File: src/rtl/mem_arb_pkg.sv
// Shared definitions for the two-requester memory bus arbiter:
// one-hot state encodings, default bus widths and grant encodings.
package mem_arb_pkg;

    localparam int DEF_ADDR_W = 5;
    localparam int DEF_DATA_W = 16;

    // One-hot arbiter states
    typedef enum logic [3:0] {
        QIdle    = 4'b0001,
        QGrant0  = 4'b0010,
        QGrant1  = 4'b0100,
        QRelease = 4'b1000
    } arb_state_t;

    // One-hot grant / pick encodings
    localparam logic [1:0] GRANT_NONE = 2'b00;
    localparam logic [1:0] GRANT_0    = 2'b01;
    localparam logic [1:0] GRANT_1    = 2'b10;

endpackage

File: src/rtl/arb_pick.sv
// Combinational two-input picker. Returns a one-hot pick among the active
// requests. Tie policy: round-robin on rr_ptr when ARB_RR_EN is defined,
// otherwise fixed priority to port 0.
module arb_pick
    import mem_arb_pkg::*;
(
    input  logic [1:0] req,
    input  logic       rr_ptr,
    output logic [1:0] pick
);

`ifdef ARB_RR_EN
    // Tie goes to the port the pointer favours (the one not granted last)
    always_comb begin
        pick = GRANT_NONE;
        if (req == 2'b11)
            pick = rr_ptr ? GRANT_1 : GRANT_0;
        else if (req[0])
            pick = GRANT_0;
        else if (req[1])
            pick = GRANT_1;
    end
`else
    // Pointer has no meaning under fixed priority
    logic unused_rr_ptr;
    assign unused_rr_ptr = rr_ptr;

    // Port 0 always wins a tie
    always_comb begin
        pick = GRANT_NONE;
        if (req[0])
            pick = GRANT_0;
        else if (req[1])
            pick = GRANT_1;
    end
`endif

endmodule

File: src/rtl/mem_bus_arbiter.sv
// Two-requester arbiter sharing one block-wide memory between two caches.
// Grant is held until mem_done, followed by one release cycle before
// re-arbitration. Optional macro ARB_RR_EN selects round-robin tie
// breaking; by default port 0 has fixed priority.
module mem_bus_arbiter
    import mem_arb_pkg::*;
#(
    parameter int ADDR_W = DEF_ADDR_W,
    parameter int DATA_W = DEF_DATA_W
) (
    input  logic              clk,
    input  logic              reset,
    input  logic              r0_rd,
    input  logic              r0_wr,
    input  logic [ADDR_W-1:0] r0_addr,
    input  logic [DATA_W-1:0] r0_wdata,
    output logic [DATA_W-1:0] r0_rdata,
    output logic              r0_done,
    input  logic              r1_rd,
    input  logic              r1_wr,
    input  logic [ADDR_W-1:0] r1_addr,
    input  logic [DATA_W-1:0] r1_wdata,
    output logic [DATA_W-1:0] r1_rdata,
    output logic              r1_done,
    output logic [ADDR_W-1:0] mem_addr,
    output logic              mem_rd,
    output logic              mem_wr,
    output logic [DATA_W-1:0] mem_wdata,
    input  logic [DATA_W-1:0] mem_rdata,
    input  logic              mem_done,
    output logic [1:0]        grant,
    output logic [7:0]        txn_count
);

    arb_state_t state_reg, state_next;
    logic [7:0] txn_count_reg;
    logic       txn_inc;
    logic [1:0] req;
    logic [1:0] pick;
    logic       rr_ptr;

    assign req = {r1_rd | r1_wr, r0_rd | r0_wr};

    arb_pick u_pick (
        .req    (req),
        .rr_ptr (rr_ptr),
        .pick   (pick)
    );

`ifdef ARB_RR_EN
    logic rr_ptr_reg;
    // Pointer favours the port that was not granted most recently
    always_ff @(posedge clk) begin
        if (reset)
            rr_ptr_reg <= 1'b0;
        else if (state_reg == QIdle && pick != GRANT_NONE)
            rr_ptr_reg <= pick[0];
    end
    assign rr_ptr = rr_ptr_reg;
`else
    assign rr_ptr = 1'b0;
`endif

    // State register
    always_ff @(posedge clk) begin
        if (reset)
            state_reg <= QIdle;
        else
            state_reg <= state_next;
    end

    // Completed-transaction counter, wraps modulo 256
    always_ff @(posedge clk) begin
        if (reset)
            txn_count_reg <= 8'd0;
        else if (txn_inc)
            txn_count_reg <= txn_count_reg + 8'd1;
    end

    // Next state and bus mux; mem_done outside a grant state is ignored
    always_comb begin
        state_next = state_reg;
        txn_inc    = 1'b0;
        mem_addr   = '0;
        mem_rd     = 1'b0;
        mem_wr     = 1'b0;
        mem_wdata  = '0;
        r0_done    = 1'b0;
        r1_done    = 1'b0;
        grant      = GRANT_NONE;
        case (state_reg)
            QIdle: begin
                if (pick[0])
                    state_next = QGrant0;
                else if (pick[1])
                    state_next = QGrant1;
            end
            QGrant0: begin
                grant     = GRANT_0;
                mem_addr  = r0_addr;
                mem_rd    = r0_rd;
                mem_wr    = r0_wr;
                mem_wdata = r0_wdata;
                r0_done   = mem_done;
                if (mem_done) begin
                    state_next = QRelease;
                    txn_inc    = 1'b1;
                end
            end
            QGrant1: begin
                grant     = GRANT_1;
                mem_addr  = r1_addr;
                mem_rd    = r1_rd;
                mem_wr    = r1_wr;
                mem_wdata = r1_wdata;
                r1_done   = mem_done;
                if (mem_done) begin
                    state_next = QRelease;
                    txn_inc    = 1'b1;
                end
            end
            QRelease: state_next = QIdle;
            default:  state_next = QIdle;
        endcase
    end

    assign r0_rdata  = mem_rdata;
    assign r1_rdata  = mem_rdata;
    assign txn_count = txn_count_reg;

endmodule

File: config.mk
export PLATFORM = sky130hd
export DESIGN_NAME = mem_bus_arbiter
export DESIGN_NICKNAME = d
export VERILOG_FILES = /design/src/rtl/mem_arb_pkg.sv /design/src/rtl/arb_pick.sv /design/src/rtl/mem_bus_arbiter.sv
export SDC_FILE = /design/constraint.sdc
export NUM_CORES = 1
export LEC_CHECK = 0
export CAP_MARGIN = 20
export CELL_PAD_IN_SITES_DETAIL_PLACEMENT = 0
export CELL_PAD_IN_SITES_GLOBAL_PLACEMENT = 2
export CORE_AREA = 3 3 104 106
export DETAILED_ROUTE_END_ITERATION = 8
export DIE_AREA = 0 0 107 109
export GPL_TIMING_DRIVEN = 0
export PLACE_DENSITY = 0.81
export SLEW_MARGIN = 20
export SYNTH_ARGS = -nofsm -noshare
export SYNTH_HDL_FRONTEND = slang
export SYNTH_SLANG_ARGS = --single-unit
File: constraint.sdc
create_clock -name clk -period 1.52 [get_ports clk]
set_clock_uncertainty 0.1 [all_clocks]
set_input_delay 0.228 -clock clk [delete_from_list [all_inputs] [get_ports clk]]
set_output_delay 0.228 -clock clk [all_outputs]
set_load 0.005 [all_outputs]
* Yosys cells after proc, flatten, opt, wreduce, memory -nomap -nowiden
Cells that the tools add are included.
W data, S select, Z words.
** Word-level totals
- Bits in latches :: 0
- Logic and storage cells :: 27
- Flip-flop bits (word level) :: 12
- Output and inout port bits :: 67
- Bits in writable memories :: 0
- ROM bits :: 0
- Memories :: 0
** Operators by class
- Multiply operators :: 0
- Equality and inequality tests :: 5
- Shift-type cells :: 0
- $add $sub $neg :: 1
- Bitwise gates (word level) :: 2
- Muxes and demuxes :: 15
- Divide/modulo/power cells :: 0
- Magnitude comparators :: 0
- Reductions and logical operators :: 2
** Operators by type and width (number)
- $pmux W16 S2 :: 1
- $mux W4 :: 3
- $pmux W5 S2 :: 1
- $add A8 B1 Y8 const B :: 1
- $pmux W4 S2 :: 1
- $eq A4 B1 Y1 const B :: 1
- $eq A4 B2 Y1 const B :: 1
- $eq A4 B3 Y1 const B :: 1
- $mux W1 :: 4
- $mux W2 :: 2
- $pmux W1 S2 :: 2
- $pmux W2 S2 :: 1
- $ne A3 B3 Y1 const B :: 1
- $ne A2 B1 Y1 const B :: 1
- $or A1 B1 Y1 :: 2
- $reduce_and A2 Y1 :: 1
- $reduce_or A2 Y1 :: 1

* Depth between registers and ports, before layout
Gate-level depths: netlist of the first run.
- Depth in word-level cells :: 6
- Depth in mapped cells :: 5
- Gate-level depth less buffers :: 4

* Modules after synthesis
A second synthesis of the first run with hierarchy kept.
** Unflattened totals
- Cells, all modules :: 130
- Area, all modules :: 1089.8 um^2
** Modules (own cells, without submodules)
- mem_bus_arbiter :: cells an instance 128, sequential area each 240.2 um^2, instances 1, area an instance 1068.5 um^2
- arb_pick :: cells an instance 2, sequential area each 0.0 um^2, instances 1, area an instance 21.3 um^2

* Worst setup path before layout of the first run
Ideal clock, no wire load.
- Kind :: register -> output
- Start point :: reg state_reg[2]
- End point :: out mem_addr[2]
- Slack :: -0.121 ns
- Stages on the path, launching flop included :: 6
- Buffers on the path :: 2
- Arrival :: 1.313 ns
- Cells stage by stage :: dfxtp_1 -> buf_6 -> inv_1 -> nor4_4 -> clkbuf_1 -> a22o_1
** On the way
- Word-level cells in the longest chain between the ends :: 2
- Elaborated cells on any way between the ends :: 3
- Classes of those cells :: eq/ne (2); mux (1)
** RTL lines
- start, declared :: RTL line mem_bus_arbiter.sv:35 : arb_state_t state_reg, state_next;
- start signal, assigned :: RTL line mem_bus_arbiter.sv:67 : state_reg <= QIdle;
- start signal, assigned :: RTL line mem_bus_arbiter.sv:69 : state_reg <= state_next;
- $eq A4 B3 Y1 / $eq A4 B2 Y1 (equally long branches) :: RTL line mem_bus_arbiter.sv:91 : case (state_reg)
- $pmux W5 S2 (*) :: RTL line mem_bus_arbiter.sv:91
- end, declared :: RTL line mem_bus_arbiter.sv:25 : output logic [ADDR_W-1:0] mem_addr,
Every way passes the cells marked *; elsewhere a longest branch is shown, timed or not.

* Final worst setup path of the first run
- Start point :: reg state_reg[0]
- End point :: out mem_rd
** On the way
- Word-level cells in the longest chain between the ends :: 2
- Elaborated cells on any way between the ends :: 3
- Classes of those cells :: eq/ne (2); mux (1)
** RTL lines
- $eq A4 B3 Y1 / $eq A4 B2 Y1 (equally long branches) :: RTL line mem_bus_arbiter.sv:91
- $pmux W1 S2 (*) :: RTL line mem_bus_arbiter.sv:91
- end, declared :: RTL line mem_bus_arbiter.sv:26 : output logic mem_rd,
Marked as above.

==> impl_metrics.json, run 1 <==
{
  "status": "finished, violations left",
  "violations": "setup timing",
  "fin_cells": 410,
  "chipWidth_um": 107,
  "synthMuxAreaShare": 0.0284,
  "cap_violations": 0,
  "ys.flop_type": "dfxtp_1",
  "cts_buffers": 3,
  "tightest_slew_ns": 0.426,
  "critPathRequiredTime_ns": 1.19,
  "crit_top_cell": "buf_6",
  "grt_pass1_wl_mm": 6.98,
  "yosysUniqueCellTypes": 35,
  "ys_seq_area_frac": 0.202,
  "layout.cells.most_common_list": "87 x clkdlybuf4s50_1, 41 x buf_4, 23 x a22o_1, 23 x buf_2, 19 x buf_6",
  "clock-sinks": 12,
  "worstHoldPathCells": 2,
  "timing.rr.start": "state_reg[0]",
  "coreArea_um2": 9860,
  "route.detailed.drc": 0,
  "ys_top_cells_by_area": "dfxtp_1 20%, buf_4 20%, a22o_1 17%, buf_6 2.8%, mux2_2 2.8%",
  "wl_per_cell_um": 11.9,
  "timing.rr.end": "txn_count[2]",
  "ys_ff_latch": 12,
  "slowest_stage": "dfxtp_2",
  "synthSimpleGateAreaFrac": 0.207,
  "finalCriticalPeriod_ns": 1.90,
  "crit_type": "reg2out",
  "rrSetupSlack_ns": -0.16,
  "worstPathMaxFanout": 6,
  "synth_top_family_by_area": "buffers and inverters",
  "crit_buf_inv": 5,
  "grt_setup_unrepaired": "yes",
  "ys_async_sr_fraction": 0,
  "p_leak_nw": 1.23,
  "first_pass_iters": 4,
  "slew_headroom": 0.716,
  "path_cells": "buf_6, nor4b_4, buf_4, buf_8, buf_6, a22o_1, buf_2",
  "largest_reg_flops": 8,
  "cp.arrival_ns": 1.57,
  "dp_cells": 382,
  "first_iter_violations": 67,
  "grt_overflow_total": 0,
  "dp_hpwl_mm": 3.70,
  "irDropWorstVdd_mv": 0.240,
  "antenna_left": 0,
  "wl_mm": 4.88,
  "yosysWarnings": 0,
  "slew_viol_final": 0,
  "grt_max_degree": 11,
  "postSynthCellCount": 134,
  "vias_per_cell": 3.68,
  "gp_congestion": 0.669,
  "antenna_cells": 0,
  "clock_tree.buffer_depth": 2,
  "rows": 36,
  "total_power_mw": 1.49,
  "hold-path-endpoint": "txn_count[1]",
  "synth_area_um2": 1190,
  "yosysTopAreaCell": "dfxtp_1",
  "grt_util_all_layers": 0.0728,
  "layout_commonest_cell": "clkdlybuf4s50_1",
  "cpLargestDelayFamily": "buffers and inverters",
  "fin_tns_setup_ns": -9.83,
  "slowest_delay_ns": 0.31,
  "clock-root-buffer": "clkbuf_8",
  "vias": 1509,
  "syn_to_final_growth_pct": 141,
  "clock_latency_ns": 0.24,
  "worstRegToRegCells": 5,
  "hold_start": "txn_count[1]",
  "htreeDepth": 1,
  "drive_above_1_share": 0.448,
  "final_util": 0.291,
  "io_buffers": 115,
  "endpoint_kind": "output port",
  "avgSynthCellArea_um2": 8.87,
  "synthAdderAreaFrac": 0.0105,
  "setup_slack_ns": -0.383,
  "yosysTopAreaCellShare": 0.202,
  "nNetsFinal": 344,
  "worstHoldPathType": "reg2reg",
  "start_util": 0.120,
  "antenna_found_initial": 0,
  "clkTransAtPathRegs_ns": 0.05,
  "die_y_um": 109,
  "synth_compound_area_frac": 0.257,
  "final_hold_viol_count": 0,
  "fmax_ghz": 0.526,
  "worst_setup_path_start_kind": "register",
  "die_area_um2": 11700,
  "io_pins": 132,
  "setup_viol": 35,
  "grt_pass1_vias": 1470,
  "cts_tree": "done",
  "synth-edff-count": 0,
  "synth_nets": 200,
  "dpl_worst_slack_ns": -0.753,
  "post-route-period-util": 1.25,
  "power.density_nw_per_um2": 518,
  "synth_xor_area_frac": 0.0211
}
how the worst max path moves through the flow:
stage / start / end / slack, ns / cells after the start
2_1_floorplan: state_reg[0] / mem_wdata[0] / -0.01 / 4
3_3_place_gp: state_reg[0] / mem_wr / -0.76 / 5
3_5_place_dp: state_reg[0] / mem_wdata[10] / -0.75 / 5
4_1_cts: state_reg[2] / mem_wr / -0.41 / 8
5_1_grt: state_reg[0] / mem_addr[4] / -0.46 / 7
6_report: state_reg[0] / mem_rd / -0.38 / 7
cell families (layout without fill, tap and decap cells):
| kind of cell | count (synthesis) | in the layout |
|---|---|---|
| simple gates | 33 | 33 |
| compound gates | 40 | 40 |
| buf+inv | 43 | 186 |
| flops | 12 | 12 |
| fa+ha+maj | 1 | 1 |
| mux | 3 | 3 |
| xor+xnor | 2 | 2 |
stage by stage:
| step | hold WS, ns | cell area, µm² |
|---|---|---|
| after CTS | 0.396 | 2800 |
| after global routing | 0.432 | 2870 |
| after global placement | 0.414 | 2530 |
| after detailed placement | 0.425 | 2530 |
| after floorplan | 0.316 | 1220 |
| final | 0.409 | 2870 |
per-layer routing:
metal | vias up | GRT usage | routed length, µm
met5 | - | 0 | 0
met2 | 64 | 0.140 | 2730
met4 | 0 | 0.0301 | 76
met1 | 687 | 0.0787 | 1750
met3 | 6 | 0.0118 | 318
li1 | 752 | - | -
worst reg2reg max path, cell delays in order (launching register included):
cell	delay (ns)
dfxtp_2	0.31
buf_6	0.12
buf_4	0.14
or3b_4	0.40
or4_1	0.41
a21oi_1	0.12
synth_stat cells (2+ instances only):
library cell,n
nor2_1,6
or4_1,3
o21ai_0,4
nor2b_1,3
o31ai_1,3
nor3_1,2
nand2_1,3
inv_1,2
buf_2,2
a22o_1,23
a21oi_1,6
dfxtp_1,12
buf_4,32
nor4_1,3
clkbuf_1,2
buf_6,3
nand3_1,4
and2_2,2
mux2_2,3
power breakdown:
| group | switching [mW] | total (mW) | internal [mW] |
|---|---|---|---|
| combinational | 0.267 | 0.782 | 0.515 |
| clock | 0.128 | 0.357 | 0.229 |
| sequential | 0.0149 | 0.347 | 0.332 |
layout make-up:
cell class	count	area, µm²
Buffer	40	347
Clock buffer	4	55.1
Fill cell	1014	7000
Inverter	2	10.0
Multi-Input combinational cell	79	726
Sequential cell	12	253
Tap cell	133	166
Timing Repair Buffer	140	1310
repair_timing:
action	in CTS	in global routing
pin swaps	19	23
setup endpoints to repair	39	37
hold buffers	0	0
buffers inserted	20	3
resized for setup	148	20
cloned	3	0
(Power assumes the default switching activity.)
==> run 2, diff against run 1 <==
- SLEW_MARGIN: 20 -> 5
==> results of run 2 <==
Same layout as run 1: the final DEF is identical, and so are final timing and power.
==> run 3, diff against run 2 <==
- CTS_CLUSTER_DIAMETER: not set -> 200
==> results of run 3 <==
Same layout as run 1: the final DEF is identical, and so are final timing and power.
